**config.mk**
```make
export PLATFORM = sky130hd
export DESIGN_NAME = sfx_arbiter
export DESIGN_NICKNAME = d
export VERILOG_FILES = /design/src/rtl/sfx_arbiter.sv
export SDC_FILE = /design/constraint.sdc
export NUM_CORES = 1
export LEC_CHECK = 0
export CORE_UTILIZATION = 53
export DETAILED_ROUTE_END_ITERATION = 12
export GPL_TIMING_DRIVEN = 0
export MAX_ROUTING_LAYER = met4
export PLACE_DENSITY = 0.75
export RECOVER_POWER = 25
export SYNTH_ARGS = -nofsm -noshare
export SYNTH_HDL_FRONTEND = slang
export SYNTH_SLANG_ARGS = --single-unit
```
**constraint.sdc**
```tcl
create_clock -name clk -period 2.35 [get_ports clk]
set_input_delay 0.3525 -clock clk [delete_from_list [all_inputs] [get_ports clk]]
set_output_delay 0.3525 -clock clk [all_outputs]
set_load 0.005 [all_outputs]
```
**src/rtl/sfx_arbiter.sv**
```systemverilog
// sfx_arbiter: fixed-priority, preemptive sequencer sharing one tone generator
// among four sound effects, each a short note list followed by a silent gap.
module sfx_arbiter #(
   parameter int NOTE_CYCLES = 12500000,
   parameter int GAP_CYCLES  = 2500000
) (
   input  logic       clk,
   input  logic       rst,
   input  logic [3:0] req,
   input  logic       mute,
   output logic [2:0] sel,
   output logic       en,
   output logic       busy,
   output logic [1:0] active_id,
   output logic       done
);
   localparam logic [1:0] IDLE = 2'd0, PLAY = 2'd1, GAP = 2'd2;

   logic [1:0]  state, state_n, id_n, note_idx, idx_n, top_id, last_idx;
   logic [3:0]  pending, pend_n, cand, above, grant_mask, play_mask;
   logic [31:0] cnt, cnt_n;
   logic        grant, done_n, note_end, gap_end;

   function automatic logic [2:0] tone(input logic [1:0] id, input logic [1:0] idx);
      case ({id, idx})
         4'h0: tone = 3'd5;
         4'h1: tone = 3'd7;
         4'h4: tone = 3'd1;
         4'h8: tone = 3'd3;
         4'h9: tone = 3'd4;
         4'hA: tone = 3'd5;
         4'hB: tone = 3'd7;
         4'hC: tone = 3'd6;
         4'hD: tone = 3'd4;
         4'hE: tone = 3'd2;
         4'hF: tone = 3'd1;
         default: tone = 3'd0;
      endcase
   endfunction

   always_comb begin
      cand       = req | pending;
      above      = cand & ~((4'd2 << active_id) - 4'd1);
      top_id     = cand[3] ? 2'd3 : cand[2] ? 2'd2 : cand[1] ? 2'd1 : 2'd0;
      last_idx   = active_id == 2'd0 ? 2'd1 : active_id == 2'd1 ? 2'd0 : 2'd3;
      note_end   = cnt == 32'(NOTE_CYCLES - 1);
      gap_end    = cnt == 32'(GAP_CYCLES - 1);
      state_n    = state;
      id_n       = active_id;
      idx_n      = note_idx;
      cnt_n      = cnt + 32'd1;
      grant      = 1'b0;
      done_n     = 1'b0;
      case (state)
         IDLE: begin
            cnt_n = cnt;
            grant = |cand;
         end
         PLAY: begin
            if (|above)
               grant = 1'b1;
            else if (note_end) begin
               cnt_n = '0;
               if (note_idx == last_idx) begin
                  state_n = GAP;
                  done_n  = 1'b1;
               end else
                  idx_n = note_idx + 2'd1;
            end
         end
         GAP: begin
            if (gap_end) begin
               cnt_n   = '0;
               state_n = IDLE;
               grant   = |cand;
            end
         end
         default: state_n = IDLE;
      endcase
      if (grant) begin
         state_n = PLAY;
         id_n    = top_id;
         idx_n   = 2'd0;
         cnt_n   = '0;
      end
      // a repeat request for the effect already playing is merged, not queued
      play_mask  = state == PLAY ? 4'd1 << active_id : 4'd0;
      grant_mask = grant ? 4'd1 << top_id : 4'd0;
      pend_n     = (pending | (req & ~play_mask)) & ~grant_mask;
   end

   always_ff @(posedge clk) begin
      if (rst) begin
         state     <= IDLE;
         pending   <= '0;
         active_id <= '0;
         note_idx  <= '0;
         cnt       <= '0;
         sel       <= '0;
         en        <= 1'b0;
         busy      <= 1'b0;
         done      <= 1'b0;
      end else begin
         state     <= state_n;
         pending   <= pend_n;
         active_id <= id_n;
         note_idx  <= idx_n;
         cnt       <= cnt_n;
         sel       <= state_n == PLAY ? tone(id_n, idx_n) : 3'd0;
         en        <= state_n == PLAY && !mute;
         busy      <= state_n != IDLE;
         done      <= done_n;
      end
   end
endmodule

```
== Yosys cells after proc, flatten, opt, wreduce, memory -nomap -nowiden ==
Memories as Yosys holds them, arrays and structs flattened. A register that Yosys moved wholly into a read port is not among the register bits.
Cells that the tools add are included.
Word-level totals
  flip-flop bits (word level): 45
  memory bits (read-only): 48
  output and inout bits: 8
  logic and storage cells: 70
  memories: 1
Memory list
  (name not given): words 16, width 3, read ports 1, clocked after Yosys merged registers in 1, write ports 0, line 25  | case ({id, idx})
Cells by class
  add/sub/neg operators: 3
  equality and inequality tests: 7
  shift operators: 3
  muxes and demuxes: 27
  bitwise operators: 11
  reductions and logical operators: 10
Operators by type and width (number)
  $mux W32: 3
  $pmux W32 S3: 1
  $add A32 B1 Y32 const B: 1
  $eq A32 B22 Y1 const B: 1
  $eq A32 B24 Y1 const B: 1
  $mux W2: 15
  $and A4 B4 Y4: 3
  $not A4 Y4: 3
  $mux W4: 2
  $or A4 B4 Y4: 2
  $reduce_or A4 Y1: 2
  $shl A1 B2 Y4 const A: 2
  $reduce_or A7 Y1: 1
  $eq A2 B1 Y1 const B: 3
  $pmux W2 S3: 1
  $logic_not A2 Y1: 2
  $mux W1: 4
  $reduce_or A2 Y1: 2
  $shl A2 B2 Y4 const A: 1
  $sub A4 B1 Y4 const B: 1
  $not A1 Y1: 3
  $pmux W1 S3: 1
  $add A2 B1 Y2 const B: 1
  $eq A2 B2 Y1: 1
  other kinds (4): 4

== Depth between registers and ports, before layout ==
  word-level depth: 12
  gate-level depth with buffers: 14
  gate-level depth less buffers: 13

== Least setup slack after synthesis ==
Ideal clock, no wire load.
  path type: register -> register
  start point: register active_id[0]
  end point: register sel[1]
  arrival: 2.518 ns
  slack: -0.299 ns
  stages on the path, launching flop included: 13
  clock period less this slack: 2.649 ns
  path through: dfxtp_1 -> buf_4 -> nor2b_1 -> inv_1 -> ha_1 -> o21ai_0 -> o211ai_2 -> nor4_1 -> mux2_2 -> nand2_1 -> ha_1 -> nand3_1 -> a31oi_1
Between the ends
  longest elaborated chain between the ends: 12
  elaborated cells between the ends (all ways): 26
  those cells by class: 1 x add/sub; 3 x eq/ne; 1 x shift; 15 x mux; 3 x bitwise; 3 x reduce/logical
Ends and longest elaborated chain
  start: declaration: line 14  | output logic [1:0] active_id,
  start signal: assignment: line 106  | active_id <= id_n;
  parallel branches: the longest is 12 deep, another holds $sub A4 B1 Y4
  end: declaration: line 11  | output logic [2:0] sel,
Parallel ways; which one is timed is not known.
A chain may end at the register's enable or synchronous reset.

== Worst setup path in the final report ==
  start point: register cnt[1]
  end point: register sel[2]
Between the ends
  elaborated cells between the ends (all ways): 17
  those cells by class: 3 x eq/ne; 12 x mux; 1 x bitwise; 1 x reduce/logical
RTL lines
  start: declaration: line 21  | logic [31:0] cnt, cnt_n;
  start signal: assignment: line 108  | cnt <= cnt_n;
  $eq A32 B24 Y1: line 46  | note_end = cnt == 32'(NOTE_CYCLES - 1);
  $mux W2: line 62  | else if (note_end) begin
  $mux W2: line 60  | if (|above)
  $mux W2: line 54  | case (state)
  $mux W2 (*): line 80  | if (grant) begin
  via idx_n[0]: line 19  | logic [1:0] state, state_n, id_n, note_idx, idx_n, top_id, last_idx;
The timed path passes the listed nets; every way through them passes the cells marked *.

==> run metrics <==
status=finished clean; post-synthesis adder-cell area fraction=4.352%; vias per cell=5.656; IO Pins=15; met3 GRT Util=a little under 5%; mux cell area share after synthesis=less than 1%; synthesized instance count=between 300 and 400; Avg WL per Cell=roughly 16 um; CTS hold repair buffers=0; power share of the combinational group=between 20% and 30%; Hold Crit Class=primary input to flip-flop; global placer's final weighted congestion=about 0.86; design area=0.003477 mm^2; Crit. End Element=flip-flop; Die X=about 72 um; DP Worst Slack=-533.3 ps; Final period util=99.98%; Peak VDD IR=approximately 440 uV; fin nets=367; IO buf count=13; die outline area=0.005165 mm^2; Worst-Margin Slew=477.6 ps; post-route ant nets=0; Clk Tree Root Cell=clkbuf_8; Clk Latency, worst-skew pair=approximately 300 ps; clk slew on worst S/H paths=about 90 ps; placed cells=383; diode count=0; FF-to-FF setup slack=around 0.38 ps; Non-Filler Instances=about 420; Net Switching=between 0.5 and 0.6 mW; highest net fanout along the worst path=3; die height=71.87 um; Post-Syn Area per Cell=roughly 8.5 um^2; Final Hold Viols=0; Simple-Gate Fraction of Synth Area=roughly 30%; detailed router's first-iteration violation count=approximately 130; largest family of logic cells by synthesized area=simple AND/OR/NAND/NOR gates; synthesized area=between 0.002 and 0.003 mm^2; H-tree depth=2; crit path DAT=between 2000 and 3000 ps; first-pass GRT wire length=just over 10000 um; Starting Density=a little over half; PD cells=about 520 mW/mm^2; Synth Area in Compound Gates=about an eighth; post-synth cell types=57; GRT Residual Overflow=0; YS warnings=0; sw frac=~29%; share of cells above drive strength 1=29.26%; Slew Limit Fails=0; Async SR Flop Fraction=0%; WL final=6610 um; Setup violations, final=0; total power=about 1.8 mW; Core Util, Final=73.62%; largest net degree at the start of global routing=16; GRT Util Overall=25.67%; GRT met1 Usage=between 30% and 40%; clock share of power=29.1%; Leakage=approximately 1.2 nW; Max clock buf depth=2; CTS tree=done; Post-synth EDFFs=0; gr busiest metal=met2; Layout fillers=between 300 and 400; register area=approximately 980 um^2; DRC viols=0; CP Launch Type=flip-flop; CP required=2600 ps; DP HPWL=3959 um; initial antenna violation count=0; clk_skew=11.23 ps; relative slew slack=roughly two thirds; Crit Path Class=flip-flop to flip-flop; drt first pass iters=4; # rows=25; multi-input combinational cell area=~0.0018 mm^2; Clock Sink Count=48; Max Cap Violations=0; Reg power frac=between 40% and 50%; vias in the first global route=around 2200; Core ar.=0.004723 mm^2; CTS Buf Count=5; Setup WS post-layout=between 0.3 and 0.4 ps; Yosys reg bits=48; Int Pwr=around 1.3 mW; Post-Synth XOR/XNOR Area=roughly 11%; routing usage on met2=about 42%; max frequency=about 430 MHz; vias=between 2000 and 2500; area delta synth->final=34.38%; RSZ-0062 raised after global routing=true; DP Area=0.002884 mm^2; sequential element share of the synthesized area=a little under two fifths; Top FF cell, synth=dfxtp_1; min Tclk post-route=between 2000 and 2500 ps; Post-Syn Nets=about 320
## cells in the final DEF, fill, tap and decap left out, types with 8 or more instances in the layout
cell,instances
nor2_1,57
dfxtp_1,40
buf_4,31
nand2_1,20
xnor2_1,19
xor2_1,13
nand4_1,11
inv_1,9
nand3_1,8
a21oi_1,8
## synth_stat cells, types with 2 or more instances
cell type	instances	area, um^2
nor2_1	61	229.0
dfxtp_1	48	960.9
nand2_1	21	78.83
xnor2_1	19	166.4
xor2_1	14	122.6
a21oi_1	11	55.05
inv_1	11	41.29
nand4_1	11	68.82
ha_1	9	112.6
nand3_1	9	45.04
and4_1	5	43.79
a211oi_1	4	30.03
nand3b_1	4	30.03
nor4_1	4	25.02
nor4b_1	4	35.03
o21ai_0	4	20.02
a31oi_1	3	18.77
and3_1	3	18.77
buf_6	3	33.78
clkbuf_1	3	11.26
nand2b_1	3	18.77
nor2b_1	3	18.77
o211ai_1	3	22.52
or2_2	3	18.77
a211o_1	2	17.52
and4b_1	2	20.02
buf_2	2	10.01
buf_4	2	15.01
nor3b_1	2	15.01
o211a_1	2	20.02
o31a_1	2	17.52
## path summary, 6_finish.rpt
kind / from / end / depth (start not counted)
worst max-delay path: cnt[1] / sel[2] / 11
worst min-delay path: rst / active_id[1] / 2
worst max register to register: cnt[1] / sel[2] / 11
worst min register to register: pending[0] / pending[0] / 2
## power groups by stage
stage | clock network [mW] | registers (mW) | logic, mW
floorplan | 0 | 0.876 | 0.215
global placement | 0 | 0.874 | 0.306
detailed placement | 0 | 0.876 | 0.309
CTS | 0.535 | 0.862 | 0.354
global route | 0.569 | 0.867 | 0.448
finish | 0.525 | 0.863 | 0.419
## stage by stage
step,TNS [ps],hold slack [ps]
after floorplan,-3.007,424.9
after global placement,-17530,470.4
after detailed placement,-18080,487.6
after CTS,0,437.6
after global routing,-246.1,468.1
final,0,450.3
## worst max-delay path: stages (launching register included)
cell and delay (ps):
dfxtp_4 380, ha_4 160, nor4b_4 220, nand4_1 260
nor2_2 190, nand4_1 150, and2_4 230, nor2_4 130
inv_2 80, ha_4 150, nand3b_1 180, a21oi_2 150
## sequential cells by signal (all words and copies together), names as in the netlist
signal and count:
active_id 2, busy 1, cnt 32, done 1, en 1, note_idx 2, pending 4, sel 3
state 2
## logic make-up (layout without fill, tap and decap cells)
group / Yosys count / in the layout
simple gates: 147 / 147
flops: 48 / 48
compound gates: 43 / 43
xor+xnor: 33 / 33
buf+inv: 22 / 71
fa+ha+maj: 9 / 9
mux: 1 / 1
## layer usage
layer  routed length, um  part of all wire, %
met3                 290                  4.4
met1                2944                   45
met2                3279                   50
met5                   0                    0
met4                  95                  1.4
## final cells by class
class                      instances  area share (%)
inverter                          11           1.187
sequential                        48           28.21
multi-input combinational        233           52.72
clock inverter                     2          0.4318
tap                               67           2.411
clock buffer                       6           2.375
timing repair buffer              44           10.62
buffer                             8           2.051
## what timing repair did
action	in CTS	in global routing
setup buffers	15	16
hold endpoints to repair	0	0
pin swaps	13	23
endpoints found under the setup margin	37	35
cloned	0	0
resized for setup	34	31
Note: power is estimated with default switching activity, not from simulation.
